`config.mk`:
```
export PLATFORM = sky130hd
export DESIGN_NAME = port_actuation_sequencer
export DESIGN_NICKNAME = d
export VERILOG_FILES = /design/src/rtl/port_actuation_sequencer.sv
export SDC_FILE = /design/constraint.sdc
export NUM_CORES = 1
export LEC_CHECK = 0
export ABC_AREA = 0
export CAP_MARGIN = 20
export CORE_AREA = 2 2 180 94
export CTS_BUF_LIST = sky130_fd_sc_hd__clkbuf_16
export CTS_CLUSTER_DIAMETER = 40
export DETAILED_ROUTE_END_ITERATION = 12
export DIE_AREA = 0 0 182 96
export MAX_ROUTING_LAYER = met4
export PLACE_DENSITY_LB_ADDON = 0.08
export SKIP_LAST_GASP = 1
export SLEW_MARGIN = 25
export SYNTH_ARGS = -nofsm -noshare
export SYNTH_HDL_FRONTEND = slang
export SYNTH_SLANG_ARGS = --single-unit
```
`constraint.sdc`:
```
create_clock -name clk -period 1.88 [get_ports clk]
set_input_delay 0.376 -clock clk [delete_from_list [all_inputs] [get_ports clk]]
set_output_delay 0.376 -clock clk [all_outputs]
set_load 0.01 [all_outputs]
```
`src/rtl/port_actuation_sequencer.sv`:
```
// Command FIFO for the sequencer: single-clock ring buffer with a flush and a look-ahead count.
// Latency: a pushed entry is visible at the head on the next cycle; a pop and a push may share a cycle.
// Backpressure: pushes are dropped when full (no push-through); flush drops everything.
module psq_fifo #(
  parameter int W     = 8,
  parameter int DEPTH = 4
) (
  input  logic                   clk,
  input  logic                   rst,
  input  logic                   flush,
  input  logic                   push_vld,
  input  logic [W-1:0]           push_dat,
  input  logic                   pop_rdy,
  output logic [W-1:0]           head_dat,
  output logic                   empty,
  output logic [$clog2(DEPTH):0] cnt_nxt
);
  localparam int AW = $clog2(DEPTH);
  localparam logic [AW:0] FULL_CNT = (AW+1)'(DEPTH);
  localparam logic [AW:0] CNT_ONE  = (AW+1)'(1);

  logic [W-1:0]  mem [DEPTH];
  logic [AW-1:0] wr_ptr;
  logic [AW-1:0] rd_ptr;
  logic [AW:0]   cnt;
  logic          do_push;
  logic          do_pop;

  assign empty    = (cnt == '0);
  assign do_push  = push_vld && (cnt != FULL_CNT) && !flush;
  assign do_pop   = pop_rdy && !empty && !flush;
  assign head_dat = mem[rd_ptr];

  always_comb begin
    cnt_nxt = cnt;
    if (flush)
      cnt_nxt = '0;
    else if (do_push && !do_pop)
      cnt_nxt = cnt + CNT_ONE;
    else if (!do_push && do_pop)
      cnt_nxt = cnt - CNT_ONE;
  end

  always_ff @(posedge clk) begin
    if (rst) begin
      wr_ptr <= '0;
      rd_ptr <= '0;
      cnt    <= '0;
    end else begin
      cnt <= cnt_nxt;
      if (flush) begin
        wr_ptr <= '0;
        rd_ptr <= '0;
      end else begin
        if (do_push) wr_ptr <= wr_ptr + AW'(1);
        if (do_pop)  rd_ptr <= rd_ptr + AW'(1);
      end
    end
  end

  always_ff @(posedge clk) begin
    if (do_push) mem[wr_ptr] <= push_dat;
  end
endmodule

// Fluidic port sequencer: queues open/close commands and applies them one at a time to a registered port mask.
// Latency: push at edge t -> pop t+1, port_en update t+2, step_done at t+3+dwell.
// Backpressure: cmd_ready low while the FIFO is full, while abort is high and while rst is high.
module port_actuation_sequencer #(
  parameter int NUM_ROWS   = 4,
  parameter int NUM_COLS   = 8,
  parameter int ROW_W      = 2,
  parameter int COL_W      = 3,
  parameter int DWELL_W    = 16,
  parameter int FIFO_DEPTH = 4
) (
  input  logic                         clk,
  input  logic                         rst,
  input  logic                         cmd_valid,
  output logic                         cmd_ready,
  input  logic [ROW_W-1:0]             cmd_row,
  input  logic [COL_W-1:0]             cmd_col,
  input  logic                         cmd_open,
  input  logic [DWELL_W-1:0]           cmd_dwell,
  input  logic                         abort,
  output logic [NUM_ROWS*NUM_COLS-1:0] port_en,
  output logic                         busy,
  output logic                         step_done,
  output logic                         err_bad_port
);
  localparam int NUM_PORTS = NUM_ROWS * NUM_COLS;
  localparam int CNT_W     = $clog2(FIFO_DEPTH) + 1;
  localparam logic [CNT_W-1:0] FULL_CNT = CNT_W'(FIFO_DEPTH);

  typedef enum logic [1:0] {IDLE, APPLY, DWELL} state_t;

  typedef struct packed {
    logic [ROW_W-1:0]   row;
    logic [COL_W-1:0]   col;
    logic               is_open;
    logic [DWELL_W-1:0] dwell;
  } cmd_t;

  state_t               state;
  cmd_t                 cur;
  cmd_t                 push_cmd;
  cmd_t                 head_cmd;
  logic [DWELL_W-1:0]   cnt;
  logic                 done_pend;
  logic                 rdy_q;
  logic [NUM_PORTS-1:0] sel_mask;
  logic                 sel_ok;
  logic                 active_nxt;
  logic                 fifo_push;
  logic                 fifo_pop;
  logic                 fifo_empty;
  logic [CNT_W-1:0]     fifo_cnt_nxt;

  assign cmd_ready = rdy_q && !abort && !rst;
  assign fifo_push = cmd_valid && cmd_ready;
  assign fifo_pop  = (state == IDLE) && !fifo_empty;
  assign push_cmd  = '{row: cmd_row, col: cmd_col, is_open: cmd_open, dwell: cmd_dwell};

  psq_fifo #(
    .W     ($bits(cmd_t)),
    .DEPTH (FIFO_DEPTH)
  ) u_fifo (
    .clk      (clk),
    .rst      (rst),
    .flush    (abort),
    .push_vld (fifo_push),
    .push_dat (push_cmd),
    .pop_rdy  (fifo_pop),
    .head_dat (head_cmd),
    .empty    (fifo_empty),
    .cnt_nxt  (fifo_cnt_nxt)
  );

  // Out-of-range row/col decodes to an all-zero mask, which doubles as the bad-port flag.
  always_comb begin
    sel_mask = '0;
    for (int r = 0; r < NUM_ROWS; r++)
      for (int c = 0; c < NUM_COLS; c++)
        if (int'(cur.row) == r && int'(cur.col) == c)
          sel_mask[r*NUM_COLS + c] = 1'b1;
  end
  assign sel_ok = |sel_mask;

  // The step_done cycle still counts as busy so busy falls only after the pulse.
  assign active_nxt = (state != IDLE) || !fifo_empty || done_pend;

  always_ff @(posedge clk) begin
    if (rst) begin
      state        <= IDLE;
      cur          <= '0;
      cnt          <= '0;
      port_en      <= '0;
      done_pend    <= 1'b0;
      step_done    <= 1'b0;
      err_bad_port <= 1'b0;
      busy         <= 1'b0;
      rdy_q        <= 1'b0;
    end else if (abort) begin
      state     <= IDLE;
      cnt       <= '0;
      port_en   <= '0;
      done_pend <= 1'b0;
      step_done <= 1'b0;
      busy      <= 1'b0;
      rdy_q     <= 1'b1;
    end else begin
      step_done <= done_pend;
      done_pend <= 1'b0;
      rdy_q     <= (fifo_cnt_nxt != FULL_CNT);
      busy      <= active_nxt || (fifo_cnt_nxt != '0);
      case (state)
        IDLE: begin
          if (!fifo_empty) begin
            cur   <= head_cmd;
            state <= APPLY;
          end
        end
        APPLY: begin
          if (sel_ok)
            port_en <= cur.is_open ? (port_en | sel_mask) : (port_en & ~sel_mask);
          else
            err_bad_port <= 1'b1;
          if (!sel_ok || cur.dwell == '0) begin
            done_pend <= 1'b1;
            state     <= IDLE;
          end else begin
            cnt   <= cur.dwell;
            state <= DWELL;
          end
        end
        DWELL: begin
          cnt <= cnt - DWELL_W'(1);
          if (cnt == DWELL_W'(1)) begin
            done_pend <= 1'b1;
            state     <= IDLE;
          end
        end
        default: state <= IDLE;
      endcase
    end
  end
endmodule
```
== After elaboration in Yosys (flattened, before gate mapping) ==
Memory sizes are Yosys's and may differ from the RTL's. A register that Yosys moved wholly into a read port is not among the register bits.
Cells that the tools add are included.
Storage, ports and cells
  word-level logic and storage cells: 156
  memories kept: 1
  output and inout port bits: 36
  RAM bits: 88
  register bits after elaboration: 62
  bits of input ports: 26
Memory list
  u_fifo.mem: depth 4, bits a word 22, rd ports 1, clocked after Yosys merged registers in 1, wr ports 1, line 22  | logic [W-1:0] mem [DEPTH];
Cells by class
  $add $sub $neg: 5
  bitwise operators: 6
  multiplexer cells: 48
  reduce and logical (&&, ||, !) cells: 67
  equality and inequality tests: 18
Operator list (number)
  $logic_and 1x1->1: 42
  $mux 1: 37
  $and 32x32->32: 1
  $mux 32: 1
  $not 32->32: 1
  $or 32x32->32: 1
  $pmux 16 s2: 1
  $reduce_or 32->1: 1
  $eq 16x1->1 const B: 1
  $logic_not 16->1: 1
  $mux 16: 1
  $sub 16x1->16 const B: 1
  $eq 3x3->1 const B: 4
  $mux 3: 3
  $eq 2x2->1 const B: 3
  $eq 3x2->1 const B: 2
  $logic_not 1->1: 6
  $logic_not 3->1: 2
  $mux 2: 3
  $ne 2x2->1 const B: 3
  $ne 3x3->1 const B: 2
  $pmux 2 s3: 1
  $reduce_and 2->1: 3
  $reduce_and 3->1: 2
  12 further kinds: 21

== Depth between registers and ports, before layout ==
Gate-level depths: netlist (run 1).
  word-level depth: 13
  mapped depth: 9
  depth with buffers taken out: 7

== Cells and area by module ==
A second synthesis (run 1) with hierarchy kept.
Second synthesis, totals
  cell total of the unflattened synthesis: 652
  area, all modules: 7293.2 um^2
By module, submodules not included
  psq_fifo: area each 3768.6 um^2, seq. area each 2822.7 um^2, cells each 181, times used 1
  port_actuation_sequencer: area each 3524.6 um^2, seq. area each 1541.5 um^2, cells each 471, times used 1

== Least setup slack after synthesis (run 1) ==
Ideal clock, no wire load.
  kind: register to register
  start point: register u_fifo.cnt[0]
  end point: memory u_fifo.mem[0][0] (netlist bit), enable pin
  stages on the path, launching flop included: 5
  arrival time: 1.605 ns
  setup time: 0.381 ns
  period minus slack after synthesis: 1.985 ns
  required time: 1.499 ns
  path buffers: 0
  path slack: -0.105 ns
  cells stage by stage: dfxtp_1 inv_1 ha_1 a21boi_1 and3_1
Between the ends
  longest elaborated chain between the ends: 5
Ends and longest elaborated chain
  start: declaration: line 25  | logic [AW:0] cnt;
  start signal: assignment: line 50  | cnt <= cnt_nxt;
  $ne 3x3->1: line 30  | assign do_push = push_vld && (cnt != FULL_CNT) && !flush;
  $logic_and 1x1->1 (2 in series): line 30
  $mux 1: line 62  | if (do_push) mem[wr_ptr] <= push_dat;
  $mux 1 (implied by the code): line 62
  end: declaration: line 22
Every way passes these cells.

== Worst setup path in the final report (run 1) ==
  start point: register cnt[0]
  end point: register cnt[8]
Between the ends
  longest elaborated chain between the ends: 2
Ends and longest elaborated chain
  start: declaration: line 108  | logic [DWELL_W-1:0] cnt;
  start signal: assignment: line 192  | cnt <= cur.dwell;
  start signal: assignment: line 197  | cnt <= cnt - DWELL_W'(1);
  $sub 16x1->16: line 197
  $pmux 16 s2: line 176  | case (state)
Every way passes these cells.
A chain may end at the register's enable or synchronous reset.

==> results of run 1 <==
==> worst min-delay path, delay by kind of cell (launching register included) <==
family	cells	cell delay [ns]
flops	1	0.32
simple gates	1	0.05
compound gates	1	0.05
==> report_power, final <==
| group | internal [W] | total, W | switching [W] |
|---|---|---|---|
| Sequential | 0.00396 | 0.00398 | 0.0000211 |
| Clock | 0.00182 | 0.00355 | 0.00173 |
| Combinational | 0.000218 | 0.000445 | 0.000227 |
| Total | 0.00600 | 0.00798 | 0.00198 |
==> cell usage in the layout, fill, tap and decap left out, types with 5 or more instances in the layout <==
cell,n
nand2_1,110
nor3b_1,5
o21ai_0,23
nor2_1,40
clkbuf_16,17
inv_1,5
buf_4,69
dfxtp_2,5
inv_8,5
dfxtp_1,79
clkdlybuf4s50_1,60
mux4_2,22
a21oi_1,72
o31ai_1,6
inv_2,6
nand3_1,17
buf_12,11
ha_1,10
nor3_1,10
nand2b_1,5
edfxtp_1,88
==> area by class of cell <==
cell class              count  area (µm²)  share of cell area
inverters                  11        41.3             0.00440
multi-input cells         413        2790               0.297
flip-flops and latches    172        4330               0.462
well taps                 210         263              0.0280
clock buffers              17         425              0.0454
repair buffers            141        1350               0.144
clock inverters            15         184              0.0196
==> logic make-up after synthesis <==
kind of cell | after synthesis | synth area share
and+or+nand+nor | 231 | 0.153
DFF | 172 | 0.601
AOI/OAI and AO/OA | 136 | 0.111
buffers and inverters | 51 | 0.0277
muxes | 29 | 0.0791
adders and majority gates | 13 | 0.0226
xor gates and xnor gates | 4 | 0.00487
==> synthesized netlist by cell type (2+ instances only) <==
cell type and count:
nand2_1 111, edfxtp_1 88, dfxtp_1 84, a21oi_1 75, nor2_1 41, clkbuf_1 34
o21ai_0 25, mux4_2 22, nand3_1 17, ha_1 13, inv_1 11, nor3_1 11
and3_1 8, nor3b_1 6, nor4_1 6, o31ai_1 6, nand2b_1 5, mux2i_1 4
nand3b_1 4, nor2b_1 4, o32ai_1 4, a311oi_1 3, a41o_1 3, buf_2 3
mux2_2 3, or2_2 3, or3_1 3, or4_4 3, xnor2_1 3, a211oi_1 2
a31oi_1 2, and2_1 2, buf_1 2, o211ai_1 2, o21a_1 2, o22ai_1 2
==> what timing repair did <==
item                                    in CTS  in global routing
resized for setup                            5                 26
hold endpoints to repair                     0                  0
endpoints found under the setup margin       5                 16
cloned                                       0                  0
pin swaps                                    3                 10
setup buffers                                3                  1
==> per-layer routing <==
metal | GRT usage | vias up
li1 | - | 2562
met1 | 0.305 | 2643
met2 | 0.304 | 134
met3 | 0.0409 | 12
met4 | 0.0524 | 0
met5 | - | -
==> final timing paths <==
| kind | end | cells after the start |
|---|---|---|
| max | cnt[8] | 7 |
| min | register | 2 |
| min reg2reg | register | 2 |
| max reg2reg | cnt[8] | 7 |
==> through the flow <==
step / hold WS, ns / setup slack [ns]
6_report: 0.465 / 0.00117
5_1_grt: 0.488 / -0.0584
4_1_cts: 0.470 / 0.00119
3_5_place_dp: 0.456 / -0.301
3_3_place_gp: 0.445 / -0.264
2_1_floorplan: 0.431 / 0.0192
==> impl_metrics.ini, run 1 <==
[setup_path]
worstSetupPathType = reg2reg
cp.arrival_ns = 2.19
cp_top_family = simple AND/OR/NAND/NOR gates
rr_startpoint = cnt[0]
worstSetupStartpointType = register
end_kind = register
r2r_slack_ns = 0.001
cp_max_fo = 4
worstSetupStartpoint = cnt[0]
path_cells = inv_2 -> ha_4 -> or3b_4 -> or4_4 -> o21a_1 -> o21ai_1 -> a21oi_1
crit_path_max_incr_delay_ns = 0.48
crit_slowest_cell = or4_4
crit_required_ns = 2.19
path_buf_inv = 1

[timing]
finalHoldViolations = 0
skew_ns = 0.0167
rsz0062_at_grt = true
maxSlewHeadroom = 0.646
maxSlewViolCount = 0
fin_setup_tns_ns = 0
period_needed_ns = 1.88
worst_slew_pin_slew_ns = 0.527
fmax_mhz = 532
finalCritPeriodShare = 0.999
setup_violations = 0

[logic_synthesis]
yosysUniqueCellTypes = 55
async_reset_ff_frac = 0
synth_edf_count = 88
synth_warnings = 0
synth_seq_area_share = 0.601
synth_nets = 675
ys_ff_latch = 172
synth_area_leader_cell = edfxtp_1
synth.top_cell.area_share = 0.367
synth_area_leaders = edfxtp_1, dfxtp_1, mux4_2
synth_cells = 636
syn_avg_cell_area_um2 = 11.3
synth_ff_type = edfxtp_1
syn_area_mm2 = 0.00719

[clocking]
cts_root_buf = clkbuf_16
hold_buffers = 0
clk_latency_ns = 0.43
clk_pin_slew_ns = 0.07
clockBufferDepth = 2
cts_tree = yes
ctsHtreeMaxLevel = 4
numCtsBuffers = 17
clock-sinks = 172

[floorplanning]
num_io_pins = 62
coreArea_mm2 = 0.0159
dieArea_mm2 = 0.0175
start_util = 0.451
dieHeight_um = 96
die_w_um = 182
row_count = 33

[layout]
fin_cells = 979
n_antenna_cell = 0
final_core_util = 0.588
fillers = 1292
drive_gt1_frac = 0.237
nets = 795
area_growth_pct = 30.3
fin_area_mm2 = 0.00938

[grt]
track_usage = 0.210
grt_pass1_wl_um = 27200
grt_antenna_before_repair = 0
grt_max_degree = 34
grt_pass1_vias = 5159
gr-total-overflow = 0

[flow_run]
drv_cap = 0

[outcome]
status = finished, final reports clean

[placement]
placedCellCount = 943
place_area_mm2 = 0.00864
finalWeightedCongestion = 0.796
hpwl_um = 11600
port_buffers = 61

[drt]
first_pass_iters = 5
drc = 0
wl_met1_um = 8740
viasPerCell = 5.47
drt_iter0_drc = 408
vias = 5351
wirelength_um = 16900
drtAntennaViolNets = 0
met2_length_um = 7310
wl_met3_um = 785
post_drt_wl_per_cell_um = 17.3
topRoutingLayerUsed = met4

[pwr]
power_w = 0.00798
p_per_area_mw_per_mm2 = 851
p_leak_nw = 3.16
ir_drop_uv = 557

[worst_hold_path]
hold_path_class = reg2reg
Power figures use the tool's default switching activity.
==> run 2, diff against run 1 <==
Settings changed: HOLD_SLACK_MARGIN from default to 0.05.
==> results of run 2 <==
Final layout, timing and power as in run 1 (identical DEF).
==> RTL change 1, RTL diff (config.mk and constraints of run 2) <==
Reset style: asynchronous (`rst`), changed in 2 clocked blocks.
--- a/src/rtl/port_actuation_sequencer.sv
+++ b/src/rtl/port_actuation_sequencer.sv
@@ -41,7 +41,7 @@
       cnt_nxt = cnt - CNT_ONE;
   end
 
-  always_ff @(posedge clk) begin
+  always_ff @(posedge clk or posedge rst) begin
     if (rst) begin
       wr_ptr <= '0;
       rd_ptr <= '0;
@@ -149,7 +149,7 @@
   // The step_done cycle still counts as busy so busy falls only after the pulse.
   assign active_nxt = (state != IDLE) || !fifo_empty || done_pend;
 
-  always_ff @(posedge clk) begin
+  always_ff @(posedge clk or posedge rst) begin
     if (rst) begin
       state        <= IDLE;
       cur          <= '0;
Behaviour: differs if rst is asserted again (counterexample within 4 cycles, from zero or initial values and one cycle with rst high); with rst held inactive, the same outputs for 4 cycles.
==> RTL change 1 against run 2 <==
The run now ends with negative setup slack left. Fmax fell by 15%. Setup slack worse by 0.32 ns. First-iteration DRC count increased by 14%. Clock skew is 0.0041 ns lower. Highest routed layer unchanged. Non-clock buffer count up 2. Die area did not move. Synthesized area increased by 5.1%. Utilization rose by 2.6 points. Sequential cell count stayed put. Wire length grew 9.7%. Critical endpoint is now cnt[10]. Cell area is 4.5% higher.
Power is not compared: it rests on default switching activity, and its combinational part moved more than twofold at a synthesized area within 25%.
==> RTL change 1: results <==
[final_layout]
final_layout_size_suffix_gt1_frac = 0.2686
diodes = 0
nNetsFinal = 766

[placement]
placedCellCount = 913
place_area_mm2 = 0.009027
place_congestion = 0.8809
place_hpwl_um = 12820

[run_status]
outcome = complete, but fails checks
violations = negative setup slack

[synth]
synth.distinct_cells = 53
synth.avg_cell_area_um2 = 12.56
syn_nets = 640
synth_commonest_cells = 88 x edfxtp_1, 84 x dfrtp_1, 73 x nand2_1
async_flop_share = 0.4884
synth_area_leaders = edfxtp_1 35%, dfrtp_1 28%, mux4_2 6.6%

[route]
dr_total_vias = 5382
drtIter0Drc = 464
wl_met2_um = 7675
wl_per_cell_um = 19.55
wl_um = 18590

[timing]
tns_ns = -1.152
finalSetupViolCount = 9
relSlewSlack = 0.5934
skew_ns = 0.01257
worst_slack_ns = -0.3203

[cts]
clock_latency_ns = 0.43

[global_route]
first_global_vias = 5118
grtUsageMet2 = 0.3073
grt_pass1_wl_um = 29180
grt_use_met3 = 0.03821
grt_max_degree = 52
met1_usage = 0.3630

[setup_path]
crit_path_max_incr_delay_ns = 0.43
r2r_start = cnt[1]
endpoint = cnt[10]
critPathMaxFanout = 2

[min_path]
hold_class = in -> async
==> RTL change 1: changes by cell type after synthesis, sizes merged, moves of 9 or more <==
cell / run 2 / this run
dfxtp: 84 / 0
mux2: 3 / 22
nand3: 17 / 26
a21oi: 76 / 48
dfrtp: 0 / 84
nand2: 111 / 73
==> RTL change 1: worst min-delay path by stage <==
stage                 start            to  slack (ns)  cells after the start
4_1_cts                 rst   port_en[13]        0.11                      2
5_1_grt                 rst   port_en[13]        0.12                      2
2_1_floorplan     done_pend     step_done        0.47                      1
3_3_place_gp   err_bad_port  err_bad_port        0.36                      0
3_5_place_dp   err_bad_port  err_bad_port        0.37                      0
6_report                rst   port_en[13]        0.11                      2
==> RTL change 1: logic make-up after synthesis <==
group,Yosys count,synth area share
muxes,49,0.1049
and+or+nand+nor,201,0.1281
xor gates and xnor gates,4,0.004634
buffers and inverters,53,0.02681
AOI/OAI and AO/OA,111,0.08820
adders and majority gates,12,0.01986
DFF,172,0.6275
==> RTL change 1: layout make-up <==
type | instances | area share
clock buffers | 17 | 0.04343
clock inverters | 15 | 0.01852
flip-flops and latches | 172 | 0.4844
repair buffers | 143 | 0.1380
multi-input cells | 377 | 0.2819
inverters | 17 | 0.006898
well taps | 210 | 0.02683
==> RTL change 1: what timing repair did <==
item | CTS | global route
endpoints found under the setup margin | 15 | 36
pin swaps | 5 | 6
setup buffers | 0 | 6
resized for setup | 7 | 26
==> RTL change 1: metrics by stage <==
stage / util / setup slack, ns
floorplan: - / -0.2646
global placement: 0.5664 / -0.2480
detailed placement: 0.5664 / -0.3082
CTS: 0.6057 / -0.2895
global route: 0.6145 / -0.4002
finish: 0.6145 / -0.3203
==> RTL change 2, RTL diff (settings of run 2) <==
Made on the original files. The parameter `NUM_COLS` goes from 8 to 7.
--- a/src/rtl/port_actuation_sequencer.sv
+++ b/src/rtl/port_actuation_sequencer.sv
@@ -68,7 +68,7 @@
 // Backpressure: cmd_ready low while the FIFO is full, while abort is high and while rst is high.
 module port_actuation_sequencer #(
   parameter int NUM_ROWS   = 4,
-  parameter int NUM_COLS   = 8,
+  parameter int NUM_COLS   = 7,
   parameter int ROW_W      = 2,
   parameter int COL_W      = 3,
   parameter int DWELL_W    = 16,
Interface: changed (resized port_en); port bits go from 62 to 58. No check against the original RTL was run, so the function may have changed too.
==> RTL change 2 against run 2 <==
Fmax up 3.2%. Power grew 2.8%. Wire length shrank 2.3%. Die area unchanged. Combinational power rose by 3%. Cell area is 0.83% lower. Synthesized cell count shrank 4.6%. Sequential power is 2% lower. Setup slack gained 0.058 ns. Sequential share of layout area is 0.49 points lower. Sequential cell count down 4. Highest routed layer unchanged. Synthesized area is 1.3% lower.
==> RTL change 2: results <==
[synth]
synth_xor_xnor_area_share = 0.006167
synth_area_leaders = edfxtp_1 37%, dfxtp_1 23%, mux4_2 7.0%
synth_compound_area_frac = 0.09427
synth.distinct_cells = 59
synth-adder-area-share = 0.02291
syn_nets = 646

[setup_path]
cp_slowest_cell = or3b_4
rrSetupSlack_ns = 0.06

[final_layout]
nNetsFinal = 763
fillers = 1307

[pwr]
ir_drop_mv = 0.6324
switchingPower_mw = 1.838
pg_seq_mw = 3.90
p_leak_nw = 3.207

[timing]
holdWs_ns = 0.4535
relSlewSlack = 0.6475
period_share = 0.9683

[global_route]
first_global_vias = 4851
grtUsageMet2 = 0.2987
grt_use_met3 = 0.04313
grt_pass1_wl_um = 26270
grtUsageTotal = 0.2075

[placement]
place_congestion = 0.8012
port_buffers = 57
pre_cts_slack_ns = -0.3817
place_hpwl_um = 11270

[route]
dr_total_vias = 5039
wl_met1_um = 8685
drtIter0Drc = 356

[run_status]
outcome = finished clean
## RTL change 2: cell types whose count changed after synthesis, moves of 5 or more
cell / run 2 / this run
clkbuf_1: 34 / 21
o21ai_0: 25 / 12
mux2i_1: 4 / 16
a21oi_1: 75 / 65
nand2_1: 111 / 101
buf_2: 3 / 10
nor3b_1: 6 / 1
o31ai_1: 6 / 1
## RTL change 2: area by class of cell
cell class	instances	area (µm²)	area share
clock buffer	17	425.4	0.04575
clock inverter	15	214.0	0.02301
inverter	11	41.29	0.004440
multi-input combinational	392	2793	0.3003
sequential	168	4249	0.4569
tap	210	262.8	0.02826
timing repair buffer	134	1314	0.1413
## RTL change 2: what timing repair did
action / CTS / global route
hold buffers: 0 / 0
buffers inserted: 0 / 4
setup endpoints to repair: 4 / 23
pin swaps: 0 / 3
hold endpoints to repair: 0 / 0
resized for setup: 6 / 24
gates cloned: 0 / 1
